==> src/rtl/rnn_seq.sv <==
// rnn_seq: single-layer recurrent cell followed by a scalar dense output,
// configured and started through a simple register-mapped slave port.
// One multiply-accumulate per cycle. A hidden-state step uses every unit's
// previous-step h; the new values go to a shadow copy (hn) and are
// committed all at once before the dense output is computed.
//
// Ports
//   clk       rising-edge clock
//   rst       synchronous active-high reset
//   read      slave read strobe (addr7 read clears done)
//   write     slave write strobe
//   addr      register address
//   data_in   write data: [31:24] row, [23:16] index, [DW-1:0] value
//   data_out  read data, combinational, 0 when read=0
//
// State   | meaning
// IDLE    | waiting; accepts parameter/control writes
// MAC     | accumulate one input or recurrent product per cycle for unit j
// WB      | write activated unit j into hn, move to next unit or commit
// COMMIT  | copy hn into h, preload dense bias
// DENSE   | accumulate h[k]*d[k]
// FIN     | saturate dense output into result, raise done
module rnn_seq #(
    parameter int IN_LEN  = 2,
    parameter int HID_LEN = 4,
    parameter int DW      = 16,
    parameter int FRAC    = 8
) (
    input  logic        clk,
    input  logic        rst,
    input  logic        read,
    input  logic        write,
    input  logic [31:0] addr,
    input  logic [31:0] data_in,
    output logic [31:0] data_out
);

    localparam int NK = IN_LEN + HID_LEN;
    localparam int KW = $clog2(NK + 1);
    localparam int JW = $clog2(HID_LEN + 1);
    localparam int AW = 2 * DW + $clog2(NK + 1) + 1;

    localparam logic signed [DW-1:0] ONE     = DW'(1) << FRAC;
    localparam logic signed [DW-1:0] NEG_ONE = -ONE;

    typedef enum logic [2:0] {IDLE, MAC, WB, COMMIT, DENSE, FIN} state_t;

    state_t state, state_next;

    logic signed [DW-1:0] x_r   [IN_LEN];
    logic signed [DW-1:0] w_ih  [IN_LEN][HID_LEN];
    logic signed [DW-1:0] w_hh  [HID_LEN][HID_LEN];
    logic signed [DW-1:0] b_r   [HID_LEN];
    logic signed [DW-1:0] d_r   [HID_LEN];
    logic signed [DW-1:0] h_r   [HID_LEN];
    logic signed [DW-1:0] hn_r  [HID_LEN];
    logic signed [DW-1:0] db_r;
    logic signed [DW-1:0] result;
    logic signed [AW-1:0] acc;
    logic [KW-1:0]        k_cnt;
    logic [JW-1:0]        j_cnt;
    logic [JW-1:0]        j_tgt;
    logic                 done, err, act_en, busy;

    logic signed [DW-1:0]   op_a, op_b, b_sel, wdata;
    logic signed [2*DW-1:0] prod;
    logic [7:0]             idx, row;

    assign wdata = data_in[DW-1:0];
    assign idx   = data_in[23:16];
    assign row   = data_in[31:24];
    assign busy  = (state != IDLE);
    assign prod  = op_a * op_b;

    function automatic logic signed [AW-1:0] preload(input logic signed [DW-1:0] v);
        preload = AW'(v) <<< FRAC;
    endfunction

    // Saturate acc>>>FRAC: it fits when every bit from DW-1 upward equals the sign.
    function automatic logic signed [DW-1:0] sat(input logic signed [AW-1:0] a);
        logic signed [AW-1:0] s;
        s = a >>> FRAC;
        if ((&s[AW-1:DW-1]) || !(|s[AW-1:DW-1]))
            sat = s[DW-1:0];
        else if (s[AW-1])
            sat = {1'b1, {(DW-1){1'b0}}};
        else
            sat = {1'b0, {(DW-1){1'b1}}};
    endfunction

    function automatic logic signed [DW-1:0] act(input logic signed [DW-1:0] v, input logic en);
        act = v;
        if (en) begin
            if (v > ONE)
                act = ONE;
            else if (v < NEG_ONE)
                act = NEG_ONE;
        end
    endfunction

    // Operand mux for the single multiplier.
    always_comb begin
        op_a = '0;
        op_b = '0;
        if (state == MAC) begin
            for (int i = 0; i < IN_LEN; i++) begin
                if (k_cnt == KW'(i)) begin
                    op_a = x_r[i];
                    for (int c = 0; c < HID_LEN; c++)
                        if (j_cnt == JW'(c)) op_b = w_ih[i][c];
                end
            end
            for (int i = 0; i < HID_LEN; i++) begin
                if (k_cnt == KW'(IN_LEN + i)) begin
                    op_a = h_r[i];
                    for (int c = 0; c < HID_LEN; c++)
                        if (j_cnt == JW'(c)) op_b = w_hh[i][c];
                end
            end
        end else if (state == DENSE) begin
            for (int i = 0; i < HID_LEN; i++) begin
                if (k_cnt == KW'(i)) begin
                    op_a = h_r[i];
                    op_b = d_r[i];
                end
            end
        end
    end

    // Bias of the unit about to start: b[0] on start, b[j+1] out of WB.
    always_comb begin
        b_sel = '0;
        j_tgt = (state == WB) ? j_cnt + JW'(1) : '0;
        for (int i = 0; i < HID_LEN; i++)
            if (j_tgt == JW'(i)) b_sel = b_r[i];
    end

    always_comb begin
        state_next = state;
        case (state)
            IDLE:    if (write && addr == 32'd0) state_next = MAC;
            MAC:     if (k_cnt == KW'(NK - 1)) state_next = WB;
            WB:      state_next = (j_cnt == JW'(HID_LEN - 1)) ? COMMIT : MAC;
            COMMIT:  state_next = DENSE;
            DENSE:   if (k_cnt == KW'(HID_LEN - 1)) state_next = FIN;
            FIN:     state_next = IDLE;
            default: state_next = IDLE;
        endcase
    end

    always_ff @(posedge clk) begin
        if (rst) state <= IDLE;
        else     state <= state_next;
    end

    always_ff @(posedge clk) begin
        if (rst) begin
            for (int i = 0; i < IN_LEN; i++) begin
                x_r[i] <= '0;
                for (int c = 0; c < HID_LEN; c++) w_ih[i][c] <= '0;
            end
            for (int i = 0; i < HID_LEN; i++) begin
                b_r[i]  <= '0;
                d_r[i]  <= '0;
                h_r[i]  <= '0;
                hn_r[i] <= '0;
                for (int c = 0; c < HID_LEN; c++) w_hh[i][c] <= '0;
            end
            db_r   <= '0;
            result <= '0;
            acc    <= '0;
            k_cnt  <= '0;
            j_cnt  <= '0;
            done   <= 1'b0;
            err    <= 1'b0;
            act_en <= 1'b0;
        end else begin
            if (write && state != IDLE) err <= 1'b1;
            // FIN below overrides this when both land in the same cycle.
            if (read && addr == 32'd7) done <= 1'b0;
            case (state)
                IDLE: if (write) begin
                    case (addr)
                        32'd0: begin
                            j_cnt <= '0;
                            k_cnt <= '0;
                            acc   <= preload(b_sel);
                            done  <= 1'b0;
                        end
                        32'd1: for (int i = 0; i < IN_LEN; i++)
                            if (idx == 8'(i)) x_r[i] <= wdata;
                        32'd2: for (int i = 0; i < IN_LEN; i++)
                            for (int c = 0; c < HID_LEN; c++)
                                if (row == 8'(i) && idx == 8'(c)) w_ih[i][c] <= wdata;
                        32'd3: for (int i = 0; i < HID_LEN; i++)
                            for (int c = 0; c < HID_LEN; c++)
                                if (row == 8'(i) && idx == 8'(c)) w_hh[i][c] <= wdata;
                        32'd4: for (int i = 0; i < HID_LEN; i++)
                            if (idx == 8'(i)) b_r[i] <= wdata;
                        32'd5: for (int i = 0; i < HID_LEN; i++)
                            if (idx == 8'(i)) d_r[i] <= wdata;
                        32'd6: db_r <= wdata;
                        32'd8: begin
                            act_en <= data_in[0];
                            if (data_in[1]) begin
                                for (int i = 0; i < HID_LEN; i++) begin
                                    h_r[i]  <= '0;
                                    hn_r[i] <= '0;
                                end
                            end
                            if (data_in[2]) err <= 1'b0;
                        end
                        default: ;
                    endcase
                end
                MAC: begin
                    acc   <= acc + AW'(prod);
                    k_cnt <= k_cnt + KW'(1);
                end
                WB: begin
                    for (int i = 0; i < HID_LEN; i++)
                        if (j_cnt == JW'(i)) hn_r[i] <= act(sat(acc), act_en);
                    if (j_cnt != JW'(HID_LEN - 1)) begin
                        j_cnt <= j_cnt + JW'(1);
                        k_cnt <= '0;
                        acc   <= preload(b_sel);
                    end
                end
                COMMIT: begin
                    for (int i = 0; i < HID_LEN; i++) h_r[i] <= hn_r[i];
                    acc   <= preload(db_r);
                    k_cnt <= '0;
                end
                DENSE: begin
                    acc   <= acc + AW'(prod);
                    k_cnt <= k_cnt + KW'(1);
                end
                FIN: begin
                    result <= sat(acc);
                    done   <= 1'b1;
                end
                default: ;
            endcase
        end
    end

    always_comb begin
        data_out = '0;
        if (read) begin
            case (addr)
                32'd0:   data_out = {29'b0, busy, done, err};
                32'd7:   data_out = 32'(result);
                default: data_out = '0;
            endcase
        end
    end

endmodule

==> config.mk <==
export PLATFORM = sky130hd
export DESIGN_NAME = rnn_seq
export DESIGN_NICKNAME = d
export VERILOG_FILES = /design/src/rtl/rnn_seq.sv
export SDC_FILE = /design/constraint.sdc
export NUM_CORES = 2
export LEC_CHECK = 0
export BUFFER_PORTS_ARGS = -buffer_cell sky130_fd_sc_hd__buf_4
export CAP_MARGIN = 20
export CORE_MARGIN = 2
export CORE_UTILIZATION = 55
export DETAILED_ROUTE_END_ITERATION = 10
export MAX_ROUTING_LAYER = met4
export PLACE_DENSITY = 0.71
export RECOVER_POWER = 100
export SLEW_MARGIN = 20
export SYNTH_ARGS = -nofsm -noshare
export SYNTH_HDL_FRONTEND = slang
export SYNTH_SLANG_ARGS = --single-unit
==> constraint.sdc <==
create_clock -name clk -period 16.4 [get_ports clk]
set_input_delay 1.64 -clock clk [delete_from_list [all_inputs] [get_ports clk]]
set_output_delay 1.64 -clock clk [all_outputs]
set_load 0.02 [all_outputs]
Word level (Yosys, flattened, before mapping)
Memories as Yosys holds them, arrays and structs flattened.
Cells that the tools add are included.

cells by class
  $add $sub $neg = 3
  $mul = 1
  order comparisons = 8
  equal/unequal tests = 37
  multiplexer cells = 386
  bitwise gates (word level) = 50
  reduce and logical (&&, ||, !) cells = 39

operators by type and width
  cell                                                         count
  two-way mux 16 bit                                           142
  two-way mux 1 bit                                            225
  one-hot mux 36 bit (4 select lines)                          1
  equality test 32 x 3 -> 1 bit, second input constant         4
  two-way mux 36 bit                                           3
  equality test 32 x 2 -> 1 bit, second input constant         2
  > comparator 16 x 10 -> 1 bit, second input constant         4
  less-than comparator 16 x 9 -> 1 bit, second input constant  4
  one-hot mux 32 bit (2 select lines)                          1
  OR 1 bit                                                     50
  adder 36 x 32 -> 36 bit                                      1
  equality test 32 x 1 -> 1 bit, second input constant         1
  equality test 32 x 4 -> 1 bit, second input constant         1
  equality test 8 x 2 -> 1 bit, second input constant          4
  logical NOT 32 bit                                           1
  multiplier 16 x 16 -> 32 bit                                 1
  two-way mux 32 bit                                           1
  equality test 3 x 2 -> 1 bit, second input constant          8
  two-way mux 3 bit                                            8
  logical AND 1 bit                                            19
  equality test 8 x 1 -> 1 bit, second input constant          2
  logical NOT 8 bit                                            2
  one-hot mux 3 bit (5 select lines)                           1
  AND reduction 13 bit                                         1
  20 further kinds                                             37

word-level totals
  flip-flop bits (word level) = 80
  RAM bits = 672
  input port bits = 68
  output and inout bits = 32
  logic and storage cells = 540
  memories kept = 7

memory list
  name             depth  width  rd ports  clocked after Yosys merged registers in  write ports  RTL line  text
  w_hh             4      64     4         0                                        4            52        logic signed [DW-1:0] w_hh [HID_LEN][HID_LEN];
  w_ih             2      64     2         0                                        2            51        logic signed [DW-1:0] w_ih [IN_LEN][HID_LEN];
  b_r              4      16     4         0                                        4            53        logic signed [DW-1:0] b_r [HID_LEN];
  d_r              4      16     4         0                                        4            54        logic signed [DW-1:0] d_r [HID_LEN];
  h_r              4      16     4         0                                        4            55        logic signed [DW-1:0] h_r [HID_LEN];
  hn_r             4      16     4         0                                        4            56        logic signed [DW-1:0] hn_r [HID_LEN];
  1 more memories  n/a    n/a    n/a       n/a                                      n/a          n/a

Longest topological paths before layout
  depth after elaboration = 37
  mapped depth = 38
  mapped depth without buffers = 31

Worst setup path after synthesis
Ideal clock, no wire load.

  path kind = register -> register
  start point = reg j_cnt[2]
  end point = reg acc[35]
  setup time = 0.074 ns
  data arrival time = 8.454 ns
  required time = 16.326 ns
  slack = 7.872 ns
  cell stages (with the launch flop) = 35
  path buffers = 6
  period minus slack after synthesis = 8.528 ns
  cell sequence = dfxtp_1 buf_2 buf_2 inv_1 ha_1 buf_2 or3b_1 buf_2 nor3b_4 a21oi_1 o221a_1 o31ai_2 nand2_1 a221oi_4 buf_6 nand2_1 fa_1 inv_1 fa_1 fa_1 fa_1 fa_1 inv_1 fa_1 inv_1 ha_1 clkbuf_1 a21o_1 a2111o_1 a211oi_1 nor4_1 o31ai_1 o21ai_0 a21o_1 a31oi_1

on the way
  word-level cells in the longest chain between the ends = 37
  elaborated cells on any way between the ends = 56
  classes of those cells = 2 x add/sub; 1 x mul; 8 x eq/ne; 42 x mux; 3 x reduce/logical

RTL lines
  what                                 RTL line  text
  start, declared                      61        logic [JW-1:0] j_cnt;
  start signal, assigned               224       j_cnt <= j_cnt + JW'(1);
  logical NOT 3 bit                    110, 117
  two-way mux 16 bit (4 in a row)      110       if (j_cnt == JW'(c)) op_b = w_ih[i][c];
  two-way mux 16 bit                   107       if (k_cnt == KW'(i)) begin
  two-way mux 16 bit                   n/a
  two-way mux 16 bit (4 in a row)      110
  two-way mux 16 bit                   107
  two-way mux 16 bit                   105       if (state == MAC) begin
  two-way mux 16 bit (4 in a row)      117       if (j_cnt == JW'(c)) op_b = w_hh[i][c];
  [... 6 more ...]                     n/a
  two-way mux 16 bit (4 in a row)      117
  two-way mux 16 bit                   114       if (k_cnt == KW'(IN_LEN + i)) begin
  two-way mux 16 bit (4 in a row)      117
  two-way mux 16 bit                   114
  two-way mux 16 bit                   105
  multiplier 16 x 16 -> 32 bit         73        assign prod = op_a * op_b;
  adder 36 x 32 -> 36 bit              217, 235
  one-hot mux 36 bit (4 select lines)  181       case (state)
  end signal, assigned                 187       acc <= preload(b_sel);
  end signal, assigned                 217       acc <= acc + AW'(prod);
  end signal, assigned                 235       acc <= acc + AW'(prod);
  end, declared                        59        logic signed [AW-1:0] acc;

Several ways; a longest one is shown, not always the timed one. The select of a mux whose other input is x is not followed.
A chain may end at the register's enable or synchronous reset.

Worst setup path after layout
  start point = reg j_cnt[0]
  end point = reg acc[35]

Same word-level chain as after synthesis.

==> metrics list <==
- Placed instance area: 48,050 sq um
- Clock Latency Late Sink: 0.64 ns
- Summing over every cut layer, the via total after detailed routing is 34,790.
* Power per Cell Area: 81.02 nW/um^2
- The total overflow left after global routing is 0.
* Number of cells produced by synthesis: 4,346
- Compared with the post-synthesis result, the final layout area differs by 8.601%.
- Setup ws final: 3.875 ns
* Number of global-route vias before repair: 34,190
* Cells taking the most area after synthesis: sky130_fd_sc_hd__edfxtp_1 41%, sky130_fd_sc_hd__fa_1 14%, sky130_fd_sc_hd__and2_1 5.6%
* Transition time at the pin with the least slew margin: 2.398 ns
- The critical path is of the reg2reg type.
- Share of final-layout standard cells stronger than drive strength 1: 7.130%
* Multiplexer share of the synthesized area: 0.5021%
- During synthesis, Yosys emitted a total of 0 warnings.
* Leakage: 19.87 nW
* Minimum clock period after layout: 12.52 ns
* Number of nets in the synthesized netlist: 4,846
- Max-cap violations in this run came to 13.
* Gates resized, CTS repair: 0
* Final period utilization: 76.37%
* Post-layout instance count excluding filler cells: 5,471
- The count of nets left with antenna violations once routing finished came out at 0.
- Violated checks: max-capacitance violations, max-slew violations
- TritonCTS clock tree: built
- Dividing the synthesized area by the synthesized cell count gives 10.66 sq um.
- The clock net in this run drives a total of 752 sinks.
- The worst-case IR drop observed on VDD is 0.09375 mV.
- Adder-Cell Fraction of Synth Area: 16.76%
- Counting the buffers created by CTS gives 77.
- Global-route wire length before repair: 214,300 um
- Most used flip-flop cell after synthesis: sky130_fd_sc_hd__edfxtp_1
* Area of all placed cells without fillers: 50,340 sq um
* Post-CTS Hold Fix Bufs: 0
* Post-synthesis instance area: 46,350 sq um
* Critical Path Sink Type: flop
* Main combinational cell family by area after synthesis: simple AND/OR/NAND/NOR gates
- The floorplan step defined a die boundary enclosing 86,610 sq um.
* Number of port buffers: 99
* Share of synthesized area occupied by flip-flops and latches: 46.30%
- The congestion estimate from routability-driven global placement came to 0.9627.
- Post-DP HPWL: 97,310 um
- Of all cell types, the one taking the most synthesized area is sky130_fd_sc_hd__edfxtp_1.
- Before CTS, the worst setup slack after placement is 5.963 ns.
- Setup repair after global routing missed its margin: no
- The worst hold path belongs to the class reg2reg.
- The synthesized netlist devotes 0.6236% of its cell area to XOR and XNOR gates.
- For this run, the total global-route usage over all layers was measured as 34.25%.
- Counting stages on the worst path, the most repeated cell is sky130_fd_sc_hd__fa_1.
- Data on the critical path is required at its endpoint by 16.96 ns.
- Entering global routing, the biggest net connects 81 pins.
- H-tree Lvls: 3
* Finished Core Util: 60.24%
* Number of storage elements in the synthesis netlist: 752
* Maximum fanout along the worst path: 37
- The completed layout was analyzed and its total power is 4.078 mW.
- The total count of hold-check failures in the final report was 0.
* Result of the run: finished with violations
* Number of synthesized flops with an enable pin: 640
- Buffers from clock root to sink, at most: 3
- Setup violations remaining at the end of the flow were counted as 0.
- Number of setup buffers added after CTS: 0
- Initial Util: 55.47%
* Number of ports placed on the die boundary: 100
* Highest cell delay on the worst timing path: 1.50 ns
- On the critical path, the stage with the largest delay is an instance of sky130_fd_sc_hd__clkbuf_1.
- In this run, distinct cell masters in the synthesized netlist total 95.
* Simple-Gate Fraction of Synth Area: 17.34%
- Slew HR: -59.87%
- Clock-pin slew was measured on the worst setup and hold paths at 0.06 ns.
- Dividing the detail-routed via count by the number of cells gives 6.360.
- FMAX: 79.84 MHz
- The die is 294.3 um tall.
* DRC viols: 0
- Worst Hold Slack: 0.4504 ns
* Fin Setup TNS: 0 ns
- The initial antenna violation count was 5.
- Total routed wirelength: 142,500 um
* Ys async rst share: 0%
- The die is 294.3 um wide.
- Final setup skew: 0.04057 ns
- Number of DRC markers after the initial detailed-route iteration: 4,461
* # rows: 106
- Core region area: 83,560 sq um
- Startpoint type of the worst setup path: flop
- Clk Tree Root Cell: sky130_fd_sc_hd__clkbuf_16
- Count of TritonRoute iterations in the first routing pass: 7
- The synthesized netlist devotes 12.45% of its cell area to compound gates.
- The top cell type by area accounts for 41.46% of the synthesized area.
- Routed wirelength normalized by instance count: 26.05 um
* Number of placed cells counting well taps: 5,326
- Layout net count: 4,826
* Final Slew Violations: 341
- At the worst endpoint, the arrival time is 13.09 ns.
worst max-delay path: cells and delay by family, from the launching register on:
family	cells	cell delay (ns)
AND/OR/NAND/NOR	2	0.52
adder cells (fa/ha/maj)	8	3.97
AO/OA/AOI/OAI	13	4.03
flip-flops	1	0.39
buffers and inverters	8	3.51
registers in the layout, summed over array words and instances, names as in the netlist, 32 cells and up:
signal	flops
w_hh	256
w_ih	128
b_r	64
d_r	64
h_r	64
hn_r	64
acc	36
x_r	32
final timing paths:
kind	slack (ns)	start	end	cells after the start
max	3.88	j_cnt[0]$_SDFFE_PP0P_	acc[35]$_SDFFE_PP0P_	31
min	0.45	hn_r[2][8]$_SDFFE_PP0P_	h_r[2][8]$_SDFFE_PP0P_	2
max reg2reg	3.88	j_cnt[0]$_SDFFE_PP0P_	acc[35]$_SDFFE_PP0P_	31
min reg2reg	0.45	hn_r[2][8]$_SDFFE_PP0P_	h_r[2][8]$_SDFFE_PP0P_	2
final cells by class:
class | count | area [sq um]
Antenna cell | 1 | 2.502
Clock buffer | 99 | 2031
Clock inverter | 44 | 538.0
Fill cell | 6814 | 33220
Inverter | 397 | 1490
Multi-Input combinational cell | 2900 | 22220
Sequential cell | 752 | 21460
Tap cell | 1080 | 1351
Timing Repair Buffer | 198 | 1246
cells by family (layout without fill, tap and decap cells):
family / after synthesis / after routing
xor+xnor: 33 / 33
fa+ha+maj: 432 / 432
buf+inv: 694 / 738
flops: 752 / 752
simple gates: 1591 / 1591
compound gates: 821 / 821
other cells: 0 / 1
mux: 23 / 23
layer usage:
metal  up-vias  share of wire [%]  global-route usage (%)
li1      15130                  -                       -
met1     17150                 39                   47.54
met2      2201                 44                   49.71
met3       313                 14                   8.499
met4         0                3.5                   10.90
met5         -                  0                       -
report_power, final:
| part | switching [mW] | internal [mW] |
|---|---|---|
| Clock | 0.766 | 1.04 |
| Sequential | 0.0169 | 2.12 |
| Combinational | 0.104 | 0.0285 |
cell usage in the layout, fill, tap and decap left out, types with 28 or more instances in the layout:
cell type,instances
sky130_fd_sc_hd__nand2b_1,49
sky130_fd_sc_hd__nand3_1,46
sky130_fd_sc_hd__a22oi_1,42
sky130_fd_sc_hd__a221oi_1,76
sky130_fd_sc_hd__buf_4,132
sky130_fd_sc_hd__ha_1,113
sky130_fd_sc_hd__clkbuf_1,85
sky130_fd_sc_hd__edfxtp_1,640
sky130_fd_sc_hd__and2_0,282
sky130_fd_sc_hd__dfxtp_1,112
sky130_fd_sc_hd__o21ai_0,173
sky130_fd_sc_hd__clkbuf_16,78
sky130_fd_sc_hd__a21oi_1,170
sky130_fd_sc_hd__nand4_1,28
sky130_fd_sc_hd__nand2_1,378
sky130_fd_sc_hd__a211oi_1,48
sky130_fd_sc_hd__and3_1,57
sky130_fd_sc_hd__inv_1,394
sky130_fd_sc_hd__nor2_1,415
sky130_fd_sc_hd__nor3_1,68
sky130_fd_sc_hd__and2_1,134
sky130_fd_sc_hd__fa_1,315
cell usage after synthesis (all sizes together), types with 9 or more instances:
master and n:
or4 9, a21o 21, nand2 378, nor2 418, mux2i 21, o221a 10, o21bai 12, and3 57
xnor2 25, o22ai 17, and2 417, nor3b 10, inv 394, o31ai 32, nor2b 13, nor4 21
ha 117, nor3 70, fa 315, a21oi 170, o221ai 19, dfxtp 112, a31oi 15, a221o 17
nand3 46, a32oi 11, buf 105, or2 10, nand4 28, o31a 15, clkbuf 192, or3 17
edfxtp 640, a222oi 18, a22oi 42, o2111ai 12, o21a 12, o211ai 23, a221oi 81, a211oi 48
nand2b 51, and4 13, o21ai 181
(Power assumes the default switching activity.)
